$ cat src/rtl/bcd_counter_n_if.sv
// Control/status bundle for the multi-digit BCD counter.
// The master drives the strobes and load word; the slave returns count and flags.
interface bcd_counter_n_if #(
  parameter int N_DIGITS = 4
);
  logic                    clr;
  logic                    load;
  logic [4*N_DIGITS-1:0]   load_val;
  logic                    inc;
  logic                    dec;
  logic [4*N_DIGITS-1:0]   count;
  logic                    carry;
  logic                    borrow;
  logic                    load_err;
  logic                    at_max;
  logic                    at_zero;

  modport master (
    output clr, load, load_val, inc, dec,
    input  count, carry, borrow, load_err, at_max, at_zero
  );

  modport slave (
    input  clr, load, load_val, inc, dec,
    output count, carry, borrow, load_err, at_max, at_zero
  );
endinterface

$ cat src/rtl/bcd_counter_n.sv
// Multi-digit synchronous BCD up/down counter with validated parallel load,
// clear, wrap/saturate overflow handling and one-cycle carry/borrow/load_err pulses.
module bcd_counter_n #(
  parameter int N_DIGITS = 4,
  parameter bit SATURATE = 1'b0
) (
  input  logic              clk,
  input  logic              reset_n,
  bcd_counter_n_if.slave    bus
);
  localparam int W = 4 * N_DIGITS;

  logic [W-1:0]          count_reg;
  logic                  carry_reg;
  logic                  borrow_reg;
  logic                  load_err_reg;

  // lo9[k]/lo0[k]: every digit below k is 9 / 0, i.e. digit k receives the ripple.
  logic [N_DIGITS:0]     lo9;
  logic [N_DIGITS:0]     lo0;
  logic [W-1:0]          inc_val;
  logic [W-1:0]          dec_val;
  logic [N_DIGITS-1:0]   digit_ok;

  assign lo9[0] = 1'b1;
  assign lo0[0] = 1'b1;

  generate
    for (genvar gi = 0; gi < N_DIGITS; gi++) begin : g_digit
      logic [3:0] digit;
      logic [3:0] ld_digit;
      assign digit    = count_reg[4*gi +: 4];
      assign ld_digit = bus.load_val[4*gi +: 4];

      assign lo9[gi+1] = lo9[gi] & (digit == 4'd9);
      assign lo0[gi+1] = lo0[gi] & (digit == 4'd0);

      assign inc_val[4*gi +: 4] = !lo9[gi]        ? digit :
                                  (digit == 4'd9) ? 4'd0  : digit + 4'd1;
      assign dec_val[4*gi +: 4] = !lo0[gi]        ? digit :
                                  (digit == 4'd0) ? 4'd9  : digit - 4'd1;

      assign digit_ok[gi] = (ld_digit <= 4'd9);
    end
  endgenerate

  assign bus.at_max  = lo9[N_DIGITS];
  assign bus.at_zero = lo0[N_DIGITS];

  always_ff @(posedge clk) begin
    if (!reset_n) begin
      count_reg    <= '0;
      carry_reg    <= 1'b0;
      borrow_reg   <= 1'b0;
      load_err_reg <= 1'b0;
    end else begin
      carry_reg    <= 1'b0;
      borrow_reg   <= 1'b0;
      load_err_reg <= 1'b0;
      if (bus.clr) begin
        count_reg <= '0;
      end else if (bus.load) begin
        // Any out-of-range digit rejects the whole word.
        if (&digit_ok) count_reg    <= bus.load_val;
        else           load_err_reg <= 1'b1;
      end else if (bus.inc && !bus.dec) begin
        if (lo9[N_DIGITS]) begin
          carry_reg <= 1'b1;
          if (!SATURATE) count_reg <= inc_val;
        end else begin
          count_reg <= inc_val;
        end
      end else if (bus.dec && !bus.inc) begin
        if (lo0[N_DIGITS]) begin
          borrow_reg <= 1'b1;
          if (!SATURATE) count_reg <= dec_val;
        end else begin
          count_reg <= dec_val;
        end
      end
    end
  end

  assign bus.count    = count_reg;
  assign bus.carry    = carry_reg;
  assign bus.borrow   = borrow_reg;
  assign bus.load_err = load_err_reg;
endmodule

$ cat src/flat_wrapper.sv
// flat-port wrapper written by rule: the top's interface ports become plain ports
module bcd_counter_n_flat 
#(
  parameter int N_DIGITS = 4,
  parameter bit SATURATE = 1'b0
)
  (clk, reset_n, bus_clr, bus_load, bus_load_val, bus_inc, bus_dec, bus_count, bus_carry, bus_borrow, bus_load_err, bus_at_max, bus_at_zero);
  bcd_counter_n_if #(.N_DIGITS(N_DIGITS)) bus_i ();
  input  logic clk;
  input  logic reset_n;
  input wire logic [$bits(bus_i.clr)-1:0] bus_clr;
  input wire logic [$bits(bus_i.load)-1:0] bus_load;
  input wire logic [$bits(bus_i.load_val)-1:0] bus_load_val;
  input wire logic [$bits(bus_i.inc)-1:0] bus_inc;
  input wire logic [$bits(bus_i.dec)-1:0] bus_dec;
  output wire logic [$bits(bus_i.count)-1:0] bus_count;
  output wire logic [$bits(bus_i.carry)-1:0] bus_carry;
  output wire logic [$bits(bus_i.borrow)-1:0] bus_borrow;
  output wire logic [$bits(bus_i.load_err)-1:0] bus_load_err;
  output wire logic [$bits(bus_i.at_max)-1:0] bus_at_max;
  output wire logic [$bits(bus_i.at_zero)-1:0] bus_at_zero;
  assign bus_i.clr = bus_clr;
  assign bus_i.load = bus_load;
  assign bus_i.load_val = bus_load_val;
  assign bus_i.inc = bus_inc;
  assign bus_i.dec = bus_dec;
  assign bus_count = bus_i.count;
  assign bus_carry = bus_i.carry;
  assign bus_borrow = bus_i.borrow;
  assign bus_load_err = bus_i.load_err;
  assign bus_at_max = bus_i.at_max;
  assign bus_at_zero = bus_i.at_zero;
  bcd_counter_n #(.N_DIGITS(N_DIGITS), .SATURATE(SATURATE)) u_core (.clk(clk), .reset_n(reset_n), .bus(bus_i));
endmodule
$ cat config.mk
export PLATFORM = sky130hd
export DESIGN_NAME = bcd_counter_n_flat
export DESIGN_NICKNAME = d
export VERILOG_FILES = /design/src/rtl/bcd_counter_n_if.sv /design/src/rtl/bcd_counter_n.sv /design/src/flat_wrapper.sv
export SDC_FILE = /design/constraint.sdc
export NUM_CORES = 1
export LEC_CHECK = 0
export BUFFER_PORTS_ARGS = -buffer_cell sky130_fd_sc_hd__buf_2
export CORE_UTILIZATION = 40
export CTS_CLUSTER_SIZE = 28
export DETAILED_ROUTE_END_ITERATION = 6
export GPL_ROUTABILITY_DRIVEN = 1
export HOLD_SLACK_MARGIN = 0.03
export PLACE_DENSITY = 0.65
export SKIP_CTS_REPAIR_TIMING = 1
export SYNTH_ARGS = -nofsm -noshare
export SYNTH_HDL_FRONTEND = slang
export SYNTH_SLANG_ARGS = --single-unit
$ cat constraint.sdc
create_clock -name clk -period 1.65 [get_ports clk]
set_input_delay 0.0825 -clock clk [delete_from_list [all_inputs] [get_ports clk]]
set_output_delay 0.0825 -clock clk [all_outputs]
set_load 0.02 [all_outputs]
==> results.ini, run 1 <==
[clocking]
clock_latency_ns = 0.26
cts_buffers = 3
cts-root-buf = clkbuf_8
clock-sinks = 19
clock_path_buffers = 2
htree_levels = 1
cts_tree = done
cts.reportedPaths.clkPinSlew_ns = 0.07

[floorplan]
core-area_um2 = 4030
design.die.area_um2 = 4490
initial_core_util = 0.420
row_count = 23
die_w_um = 67.0
fp.dieH_um = 67.0
num_io_pins = 43

[global_route]
grt.overflow.total = 0
grt_pass1_wl_um = 8180
grt_max_degree = 22
first_global_vias = 1708
grt_use_total = 0.244
grt_antenna_before_repair = 0

[finish]
area_growth_syn_to_layout_pct = 37.5
layout_commonest_cell = buf_4
n_fill_cell = 388
final_cell_mix = buf_4 (44), buf_2 (40), nand2_1 (25)
final_nets = 312
layout-drive-gt1-share = 0.398
instances_no_fill = 339
diodes = 0
largest_reg_flops = 16

[timing]
period_minus_slack_ns = 1.78
clock_skew_ns = 0.00139
final-setup-viol-count = 6
layout_setup_ws_ns = -0.125
timing.fmax_mhz = 563
period_share = 1.08
relSlewSlack = 0.682
slew_viol_final = 0
hold_viol_final = 0
max_slew.worst_pin.slew_ns = 0.476
rsz0062_at_grt = true

[pwr]
p_leak_nw = 0.951
power_frac_comb = 0.395
power_frac_seq = 0.362
sw_frac_of_total = 0.338
ir_drop_mv = 0.240
clkPwrFrac = 0.242
power.switching_w = 0.000463
power_density_nw_per_um2 = 589
p_int_w = 0.000906

[setup_path]
startpoint_type = flop
worstSetupStartpoint = u_core.bus.count[0]
worstSetupEndpointType = primary output
regToRegSetupSlack_ns = -0.08
required_ns = 1.57
rr_startpoint = u_core.bus.count[1]
rr_endpoint = u_core.bus.count[9]
critical_path_class = flop to primary output
crit_path_max_fanout = 4
r2r_cells = 7
cp.arrival_ns = 1.69

[place]
place_inst = 326
place.gp.congestion = 0.849
post-dp-hpwl_um = 3650
port_buffers = 42
place_ws_ns = -0.0534

[logic_synthesis]
synth_cells = 223
synth_area_per_cell_um2 = 7.58
yosys_warnings = 0
synth-seq-area-share = 0.225
ys.flop_type = dfxtp_1
synthDistinctLibCells = 53
async_reset_ff_frac = 0
synth-edff-count = 0
netlist_area_um2 = 1690
syn_nets = 245
synth_seq_cells = 19

[route]
wl_per_cell_um = 15.4
antenna_left = 0
drtIter0Drc = 203
via_per_inst = 5.87
drt_wl_total_um = 5220
vias = 1991
drc = 0
first_pass_iters = 5

[run]
max-cap-violations = 0

[min_path]
min_to = u_core.bus.count[1]
hp-start = bus_load_val[1]
whs_path_depth = 3
min_path_type = primary input to flop

[status]
outcome = finished, violations left
failed_checks = setup timing

[cells by family (layout without fill, tap and decap cells)]
group	Yosys count	in the layout	synth area share
AOI/OAI and AO/OA	73	73	0.318
xor gates and xnor gates	8	8	0.0415
buffers and inverters	30	96	0.0770
DFF	19	19	0.225
muxes	8	8	0.0474
and+or+nand+nor	85	85	0.291
[worst max-delay path, stage by stage, from the launching register on]
cell and delay (ns):
dfxtp_2 0.35, nor4_4 0.36, nand4b_1 0.17, buf_4 0.18, nor3b_4 0.22, buf_6 0.15
[final cells by class]
| class | count | area (um2) | area share |
|---|---|---|---|
| Clock buffer | 4 | 45.0 | 0.0194 |
| Inverter | 4 | 15.0 | 0.00646 |
| Multi-Input combinational cell | 174 | 1230 | 0.529 |
| Sequential cell | 19 | 397 | 0.171 |
| Tap cell | 50 | 62.6 | 0.0269 |
| Timing Repair Buffer | 88 | 576 | 0.248 |
[cells in the mapped netlist (3+ instances only)]
cell	count	share of area
nand4_1	4	0.015
a211oi_1	4	0.018
a31oi_1	4	0.015
a21oi_1	8	0.024
nor4_1	3	0.011
dfxtp_1	19	0.23
nand4b_1	3	0.016
inv_1	3	0.0067
xnor2_1	7	0.036
nor3_1	11	0.033
o22ai_1	4	0.015
o31ai_1	5	0.022
mux2i_1	8	0.047
nor2_1	11	0.024
nand3_1	4	0.012
o21ai_0	19	0.056
buf_2	8	0.024
nand2b_1	5	0.019
nor2b_1	5	0.019
nand2_1	25	0.056
o211ai_1	5	0.022
clkbuf_1	16	0.036
[through the flow]
step           hold WS (ns)  total power, W  area, um2   util  setup TNS, ns
3_5_place_dp          0.360        0.000977       2150  0.535        -0.0705
5_1_grt              0.0962         0.00144       2320  0.577          -1.37
4_1_cts              0.0831         0.00130       2200  0.546         -0.289
3_3_place_gp          0.363        0.000974       2150  0.535        -0.0139
6_report             0.0811         0.00137       2320  0.577         -0.421
2_1_floorplan         0.236        0.000803       1730      -         -0.247
[power by group through the flow]
| stage | clock network (W) | registers, W | logic (W) |
|---|---|---|---|
| floorplan | 0 | 0.000518 | 0.000285 |
| global placement | 0 | 0.000506 | 0.000468 |
| detailed placement | 0 | 0.000507 | 0.000470 |
| CTS | 0.000333 | 0.000497 | 0.000473 |
| global route | 0.000357 | 0.000498 | 0.000585 |
| finish | 0.000332 | 0.000496 | 0.000541 |
[worst max path at each step]
stage | cells past startpoint | to | slack, ns
after global placement | 7 | u_core.bus.count[6] | -0.01
after detailed placement | 7 | u_core.bus.count[6] | -0.05
after floorplan | 6 | u_core.bus.count[8] | -0.11
after global routing | 5 | bus_at_zero | -0.21
after CTS | 5 | bus_at_zero | -0.14
final | 5 | bus_at_zero | -0.13
[metal layers]
layer / wire, um / up-vias / GRT usage / part of all wire
met1: 2350 / 932 / 0.327 / 0.45
met5: 0 / - / 0 / 0
met3: 318 / 9 / 0.0377 / 0.061
met4: 79 / 0 / 0.0851 / 0.015
li1: - / 970 / - / -
met2: 2480 / 80 / 0.391 / 0.47
Power figures use the tool's default switching activity.
==> run 2: changes to the inputs <==
--- a/config.mk
+++ b/config.mk
@@ -5,13 +5,14 @@
 export SDC_FILE = /design/constraint.sdc
 export NUM_CORES = 1
 export LEC_CHECK = 0
+export ABC_AREA = 0
 export BUFFER_PORTS_ARGS = -buffer_cell sky130_fd_sc_hd__buf_2
-export CORE_UTILIZATION = 40
+export CORE_UTILIZATION = 48
 export CTS_CLUSTER_SIZE = 28
 export DETAILED_ROUTE_END_ITERATION = 6
 export GPL_ROUTABILITY_DRIVEN = 1
 export HOLD_SLACK_MARGIN = 0.03
-export PLACE_DENSITY = 0.65
+export PLACE_DENSITY = 0.76
 export SKIP_CTS_REPAIR_TIMING = 1
 export SYNTH_ARGS = -nofsm -noshare
 export SYNTH_HDL_FRONTEND = slang
==> run 2 against run 1 <==
The run still ends with setup timing left. Highest routed layer unchanged. Non-clock buffer count increased by 2. Critical path depth increased by 1. Via count increased by 1.1%. Sequential power about the same. Routed wire length increased by 0.50%. Sequential cell count unchanged. Critical endpoint unchanged. Combinational power increased by 3%. Clock skew about the same. Final cell count decreased by 0.59%. Die area decreased by 16%. Register-to-register slack got worse by 0.04 ns. Largest power group unchanged.
==> results.ini, run 2 (same netlist as run 1, synthesis figures left out) <==
[status]
outcome = finished, violations left
failed_checks = setup timing

[clocking]
cts-root-buf = clkbuf_4
cts.reportedPaths.clkPinSlew_ns = 0.12
clock-sinks = 19
clock_path_buffers = 2
clock_latency_ns = 0.32
htree_levels = 1
cts_buffers = 3
cts_tree = done

[global_route]
grt_util_met2 = 0.483
grt.overflow.total = 0
grt_max_degree = 22
busiest_layer = met2
grt_antenna_before_repair = 0
grt_use_total = 0.294
first_global_vias = 1709
grt_util_met1 = 0.402
use_met3 = 0.0336
grt_pass1_wl_um = 8090

[route]
antenna_left = 0
drc = 0
vias = 2013
first_pass_iters = 5
drt_wl_total_um = 5250
wl_per_cell_um = 15.6
drtIter0Drc = 199
via_per_inst = 5.97

[setup_path]
slowest_delay_ns = 0.35
rr_startpoint = u_core.bus.count[2]
required_ns = 1.57
worstSetupEndpointType = primary output
critical_path_class = flop to primary output
rr_endpoint = u_core.bus.count[12]
cp_common_cell = buf_6
crit_path_top_delay_cell = dfxtp_2
regToRegSetupSlack_ns = -0.12
cp.arrival_ns = 1.79
crit_path_max_fanout = 3
startpoint_type = flop
path_cells = buf_6, nor4_4, nand4b_1, buf_4, nor3b_4, buf_6
r2r_cells = 7

[run]
max-cap-violations = 0

[pwr]
p_leak_nw = 0.955
power_density_nw_per_um2 = 558
ir_drop_mv = 0.254

[finish]
largest_reg_flops = 16
instances_no_fill = 337
layout_commonest_cell = buf_4
final_area_um2 = 2360
final_cell_mix = buf_4 (41), buf_2 (40), nand2_1 (25)
diodes = 0
layout-drive-gt1-share = 0.405
n_fill_cell = 310
area_growth_syn_to_layout_pct = 39.7
final_nets = 314

[place]
dpl_cell_area_um2 = 2190
place_inst = 326
place_ws_ns = -0.0151
post-dp-hpwl_um = 3810
port_buffers = 42
place.gp.congestion = 0.894

[min_path]
hp-start = bus_load_val[4]
min_to = u_core.bus.count[4]
min_path_type = primary input to flop
whs_path_depth = 3

[floorplan]
initial_core_util = 0.503
fp.dieH_um = 61.3
row_count = 21
core-area_um2 = 3360
die_w_um = 61.3
num_io_pins = 43
design.die.area_um2 = 3760

[timing]
period_minus_slack_ns = 1.87
period_share = 1.14
relSlewSlack = 0.695
layout_setup_ws_ns = -0.224
max_slew.worst_pin.slew_ns = 0.458
timing.fmax_mhz = 534
rsz0062_at_grt = true
hold_viol_final = 0
final-setup-viol-count = 9
clock_skew_ns = 0.00170
slew_viol_final = 0

run 2: stage by stage:
step | power (W) | setup TNS [ns] | utilization | hold slack [ns]
CTS | 0.00124 | -0.255 | 0.660 | 0.0203
global placement | 0.000982 | 0 | 0.652 | 0.357
finish | 0.00132 | -0.755 | 0.702 | 0.0446
global route | 0.00139 | -1.32 | 0.702 | 0.0800
floorplan | 0.000803 | -0.247 | - | 0.236
detailed placement | 0.000993 | -0.0151 | 0.652 | 0.352
run 2: layout make-up:
cell class                 count  area [um2]  area share
inverter                       4        15.0     0.00636
tap                           46        57.6      0.0244
sequential                    19         392       0.166
timing repair buffer          90         616       0.261
multi-input combinational    174        1250       0.532
clock buffer                   4        26.3      0.0111
run 2: power breakdown:
part	internal (W)	total (W)	switching (W)
sequential	0.000476	0.000497	0.0000214
clock	0.0000949	0.000265	0.000170
combinational	0.000266	0.000556	0.000290
run 2: how the worst max path moves through the flow:
stage | to | startpoint | slack [ns]
2_1_floorplan | u_core.bus.count[8] | u_core.bus.count[3] | -0.11
3_3_place_gp | u_core.bus.count[8] | u_core.bus.count[3] | 0.05
3_5_place_dp | u_core.bus.count[12] | u_core.bus.count[2] | -0.02
4_1_cts | bus_at_zero | u_core.bus.count[2] | -0.17
5_1_grt | bus_at_zero | u_core.bus.count[2] | -0.28
6_report | bus_at_zero | u_core.bus.count[2] | -0.22
run 2: per-layer routing:
metal / routed length [um] / vias up
met5: 0 / -
met4: 66 / 0
met3: 390 / 5
met2: 2490 / 98
met1: 2300 / 933
li1: - / 977
run 2: critical path: cells and delay by family (launching register included):
family | cells | cell delay, ns
buffers and inverters | 3 | 0.45
DFF | 1 | 0.35
and+or+nand+nor | 3 | 0.67
